**src/rtl/hilo_mult_sequencer.sv**
```systemverilog
// HI/LO shift-add multiplier (mult/multu, madd/msub when MULT_ACCUM_EN is defined) with mthi/mtlo moves.
// Latency: 34 edges from the launch edge to the Done pulse; Hi/Lo update on the final edge.
// Backpressure: Start and moves are ignored while Busy; nothing is queued.
`timescale 1ns/1ps

module hilo_mult_sequencer (
    input  logic        Clk,
    input  logic        Rst,
    input  logic        Start,
    input  logic [1:0]  Op,
    input  logic [31:0] A,
    input  logic [31:0] B,
    input  logic        MoveHi,
    input  logic        MoveLo,
    input  logic [31:0] MoveData,
    output logic        Busy,
    output logic        Done,
    output logic [31:0] Hi,
    output logic [31:0] Lo
);

    typedef enum logic [1:0] {
        IDLE = 2'd0,
        RUN  = 2'd1,
        FIN  = 2'd2
    } state_t;

    state_t      state, state_nxt;

    logic        signed_op;
    logic [31:0] a_mag;
    logic [31:0] b_mag;
    logic [31:0] mcand_q;
    logic [31:0] mplier_q;
    logic        sign_q;
    logic [63:0] acc_q;
    logic [4:0]  cnt_q;
    logic [63:0] prod;
    logic [63:0] hilo_nxt;

`ifdef MULT_ACCUM_EN
    logic        accum_q;
    logic        sub_q;

    assign signed_op = (Op != 2'b01);
`else
    // Op[1] has no meaning in this build: 10 behaves as mult, 11 as multu.
    logic        unused_op;

    assign unused_op = Op[1];
    assign signed_op = ~Op[0];
`endif

    // Two's-complement negation also maps 0x80000000 onto itself, which is the correct magnitude.
    assign a_mag = (signed_op && A[31]) ? (~A + 32'd1) : A;
    assign b_mag = (signed_op && B[31]) ? (~B + 32'd1) : B;

    assign prod = sign_q ? (~acc_q + 64'd1) : acc_q;

`ifdef MULT_ACCUM_EN
    assign hilo_nxt = !accum_q ? prod :
                      sub_q    ? ({Hi, Lo} - prod) : ({Hi, Lo} + prod);
`else
    assign hilo_nxt = prod;
`endif

    always_ff @(posedge Clk or posedge Rst) begin
        if (Rst) begin
            state <= IDLE;
        end else begin
            state <= state_nxt;
        end
    end

    always_comb begin
        state_nxt = state;
        case (state)
            IDLE:    if (Start) state_nxt = RUN;
            RUN:     if (cnt_q == 5'd31) state_nxt = FIN;
            FIN:     state_nxt = IDLE;
            default: state_nxt = IDLE;
        endcase
    end

    always_ff @(posedge Clk or posedge Rst) begin
        if (Rst) begin
            mcand_q  <= 32'd0;
            mplier_q <= 32'd0;
            sign_q   <= 1'b0;
            acc_q    <= 64'd0;
            cnt_q    <= 5'd0;
            Busy     <= 1'b0;
            Done     <= 1'b0;
            Hi       <= 32'd0;
            Lo       <= 32'd0;
`ifdef MULT_ACCUM_EN
            accum_q  <= 1'b0;
            sub_q    <= 1'b0;
`endif
        end else begin
            Done <= 1'b0;
            case (state)
                IDLE: begin
                    if (MoveHi) Hi <= MoveData;
                    if (MoveLo) Lo <= MoveData;
                    if (Start) begin
                        mcand_q  <= a_mag;
                        mplier_q <= b_mag;
                        sign_q   <= signed_op & (A[31] ^ B[31]);
                        acc_q    <= 64'd0;
                        cnt_q    <= 5'd0;
                        Busy     <= 1'b1;
`ifdef MULT_ACCUM_EN
                        accum_q  <= Op[1];
                        sub_q    <= Op[1] & Op[0];
`endif
                    end
                end
                RUN: begin
                    if (mplier_q[cnt_q]) acc_q <= acc_q + ({32'd0, mcand_q} << cnt_q);
                    cnt_q <= cnt_q + 5'd1;
                end
                FIN: begin
                    {Hi, Lo} <= hilo_nxt;
                    Busy     <= 1'b0;
                    Done     <= 1'b1;
                end
                default: ;
            endcase
        end
    end

endmodule

```
**config.mk**
```make
export PLATFORM = sky130hd
export DESIGN_NAME = hilo_mult_sequencer
export DESIGN_NICKNAME = d
export VERILOG_FILES = /design/src/rtl/hilo_mult_sequencer.sv
export SDC_FILE = /design/constraint.sdc
export NUM_CORES = 1
export LEC_CHECK = 0
export CAP_MARGIN = 40
export CELL_PAD_IN_SITES_DETAIL_PLACEMENT = 0
export CELL_PAD_IN_SITES_GLOBAL_PLACEMENT = 1
export CORE_MARGIN = 5
export CORE_UTILIZATION = 40
export CTS_CLUSTER_SIZE = 10
export DETAILED_ROUTE_END_ITERATION = 16
export GPL_TIMING_DRIVEN = 0
export MAX_ROUTING_LAYER = met4
export PLACE_DENSITY = 0.77
export SYNTH_ARGS = -nofsm -noshare
export SYNTH_HDL_FRONTEND = slang
export SYNTH_SLANG_ARGS = --single-unit
```
**constraint.sdc**
```tcl
create_clock -name Clk -period 7.5 [get_ports Clk]
set_input_delay 2.25 -clock Clk [delete_from_list [all_inputs] [get_ports Clk]]
set_output_delay 2.25 -clock Clk [all_outputs]
set_load 0.03 [all_outputs]
```
==> results by group <==
Floorplanning
  – Die W: 212 um
  – Core ar.: between 40000 and 50000 um2
  – Die height: roughly 210 um
  – # rows: 74
  – Initial Util: 40.2%
  – Die area: 44900 um2
  – I/O pins: between 150 and 200

Clock network
  – Clock buffer depth: 3
  – Htree depth: 1
  – CTS tree: done
  – Clock sink count: slightly above 200
  – Clock slew at reported path FFs: 0.06 ns
  – CTS Buf Count: 26
  – Setup Buffers After CTS: 0
  – Clock Latency Late Sink: 0.55 ns
  – Clk root buf: clkbuf_16

Global route
  – Initial antenna violation count: 0
  – Total grt overflow: 0
  – Vias in the first global route: 15659
  – First-pass GRT wire length: just over 90000 um
  – GRT Util Overall: 26.1%
  – Largest net degree at the start of global routing: 39

Logic synthesis
  – Ys async rst share: 100%
  – Seq/Total Area, Yosys: between 30% and 40%
  – Synth Instances: 1997
  – Most used DFF post-synth: dfrtp_1
  – Adder-cell share of the synthesized area: ~5.3%
  – Post-synth EDFFs: 0
  – Main combinational cell family by area after synthesis: compound AO/OA/AOI/OAI gates
  – Post-synth net total: 2169
  – Yosys warning total: 0
  – Synth Register Bits: 202
  – Synthesized area: 16300 um2
  – Avg Cell Area, Syn: 8.16 um2
  – Unique masters post-synth: 67
  – Multiplexer share of the synthesized area: 9.27%
  – Synth Area in Simple Gates: 19.6%
  – Area fraction in compound gates after synthesis: between 20% and 30%
  – Synth Area in XOR/XNOR: about 8.7%

Hold path
  – Hold endpoint: mplier_q[7]$_DFFE_PP0P_
  – Hold Crit Start: mplier_q[7]$_DFFE_PP0P_
  – Hold Path Class: flop to flop
  – Hold Path Stages: 2

Critical path
  – Required @ worst endpoint: 7.92 ns
  – R2R Setup Slk: 0.66 ns
  – FF-to-FF End: acc_q[62]$_DFFE_PP0P_
  – RR Startpoint: cnt_q[0]$_DFFE_PP0P_
  – CP Capture Type: flop
  – Startpoint types: flop
  – Worst EP arrival: between 7 and 8 ns
  – R2r worst-path depth: 18
  – Setup CP Type: flop to flop
  – Maximum fanout along the worst path: 10

Power
  – Leakage Power: 8.00 nW
  – Cell Pwr Density: 534 nW/um2
  – IR Drop Worst-Case VDD: 0.000274 V
  – Final Power: around 10 mW

Routing
  – Final Routed Wirelength: 58000 um
  – Drc violations: 0
  – Pre-Repair DR Iteration Count: 5
  – Drt first-iter violations: 1112
  – Routed via count: 15849
  – Routed Antenna Nets: 0
  – Via-per-instance ratio: ~5.8
  – WL/cell: 21.2 um

Cells and area
  – N_diodes: 0
  – Fillers: around 4100
  – Area grow syn2layout: 20.0%
  – Non-Filler Instances: 2741
  – Most frequent cells in the layout: nand2_1 (244), o21ai_0 (223), dfrtp_1 (202)
  – Ratio of cells with drive above 1 in the final layout: approximately 5.9%
  – Final Cell Area: 19600 um2
  – Nets: 2372
  – Commonest non-fill, non-tap cell in the layout: nand2_1

Placed design
  – GP Congestion: about 1
  – Placed Instances: ~2700
  – Post-DP HPWL: 47700 um
  – I/O Buffers: roughly 170
  – Dpl cell area: about 19000 um2

Run
  – Max_cap viols: 0

Timing
  – Period utilization: between 90 and 100%
  – Final hold vios: 0
  – Hold Slack: 0.474 ns
  – Clock skew: 0.0189 ns
  – Fmax: approximately 150 MHz
  – Total negative slack: 0 ns
  – RSZ-0062 raised after global routing: false
  – Slew Viols, Final: 0
  – Final Setup Violations: 0
  – Tightest Pin Transition: 0.883 ns
  – Period minus WS final: 6.84 ns
  – Max_slew headroom: about two fifths

Outcome
  – Status: finished, final reports clean
[worst max-delay path by stage]
| stage | endpoint | slack [ns] | start |
|---|---|---|---|
| global placement | acc_q[62]$_DFFE_PP0P_ | 0.38 | cnt_q[0]$_DFFE_PP0P_ |
| detailed placement | acc_q[62]$_DFFE_PP0P_ | 0.29 | cnt_q[0]$_DFFE_PP0P_ |
| finish | acc_q[62]$_DFFE_PP0P_ | 0.66 | cnt_q[0]$_DFFE_PP0P_ |
| floorplan | acc_q[57]$_DFFE_PP0P_ | 2.15 | cnt_q[0]$_DFFE_PP0P_ |
| global route | acc_q[62]$_DFFE_PP0P_ | 0.17 | cnt_q[0]$_DFFE_PP0P_ |
| CTS | acc_q[62]$_DFFE_PP0P_ | 0.26 | cnt_q[0]$_DFFE_PP0P_ |
[routing by layer]
metal	up-vias	share of wire [%]	track usage [%]	wire (um)
met5	-	0	-	0
li1	7687	-	-	-
met4	0	3.2	7.42	1840
met1	7570	45	35.4	26300
met3	98	4.9	2.30	2860
met2	494	47	42.0	27000
[through the flow]
step / setup slack (ns) / utilization, %
after detailed placement: 0.291 / 46.3
after floorplan: 2.15 / -
after global placement: 0.379 / 46.0
after global routing: 0.169 / 48.2
after CTS: 0.257 / 48.2
final: 0.657 / 48.2
[critical path: stages (launching register included)]
cell      delay, ns
dfrtp_1        0.35
clkbuf_1       0.48
clkbuf_2       0.47
clkbuf_2       0.39
clkbuf_1       0.42
mux2i_1        0.33
mux2i_1        0.16
mux2_2         0.31
nor2_1         0.32
ha_1           0.37
a21o_1         0.21
a221oi_1       0.41
o21ai_0        0.25
nor3b_1        0.62
nor4_1         0.25
o211ai_1       0.55
a211oi_1       0.18
or4_1          0.51
o311ai_0       0.12
[state kept, by name (all words and copies together), names as in the netlist]
| register | count |
|---|---|
| Hi | 32 |
| Busy | 1 |
| mplier_q | 32 |
| sign_q | 1 |
| Done | 1 |
| acc_q | 64 |
| Lo | 32 |
| mcand_q | 32 |
| cnt_q | 5 |
| state | 2 |
[what timing repair did]
item | in CTS | in global routing
setup endpoints to repair | 0 | 6
hold buffers | 0 | 0
gates resized for setup | 0 | 4
[synth_stat cells (13+ instances only)]
master / n / area, um2
o41ai_1: 13 / 114
nand3_1: 83 / 415
nand4_1: 17 / 106
mux2_2: 26 / 293
dfrtp_1: 202 / 5050
a31oi_1: 15 / 93.8
nor3_1: 36 / 180
a211oi_1: 17 / 128
o31ai_1: 61 / 458
or4_1: 19 / 143
mux4_2: 31 / 698
nand2_1: 244 / 916
mux2i_1: 52 / 521
o21ai_0: 223 / 1120
nor2_1: 181 / 679
xor2_1: 60 / 526
and3_1: 13 / 81.3
nand2b_1: 17 / 106
xnor2_1: 101 / 885
buf_1: 19 / 71.3
ha_1: 68 / 851
inv_1: 39 / 146
clkbuf_1: 108 / 405
o21bai_1: 15 / 113
a21oi_1: 135 / 676
o22ai_1: 22 / 138
or3_1: 17 / 106
a21o_1: 33 / 248
[where the power goes]
group          internal (mW)  total (mW)  leakage [nW]  switching, mW
clock network          0.727        1.20         0.390          0.473
logic                   2.67        7.04          5.07           4.37
registers               1.62        2.19          2.54          0.568
total                   5.02        10.4          8.00           5.41
[cells by family (layout without fill, tap and decap cells)]
logic type / after synthesis / after routing
buffers and inverters: 169 / 381
AND/OR/NAND/NOR: 691 / 691
XOR/XNOR: 161 / 161
flip-flops: 202 / 202
adder cells (fa/ha/maj): 69 / 69
multiplexers: 109 / 109
AO/OA/AOI/OAI: 596 / 596
[area by class of cell]
cell class	instances	area, um2	share of cell area (%)
multi-input combinational	1626	10600	54.2
inverter	40	154	0.787
timing repair buffer	175	1790	9.16
buffer	129	489	2.50
sequential	202	5050	25.9
clock inverter	6	82.6	0.422
clock buffer	31	711	3.63
tap	532	666	3.40
Note: power is estimated with default switching activity, not from simulation.
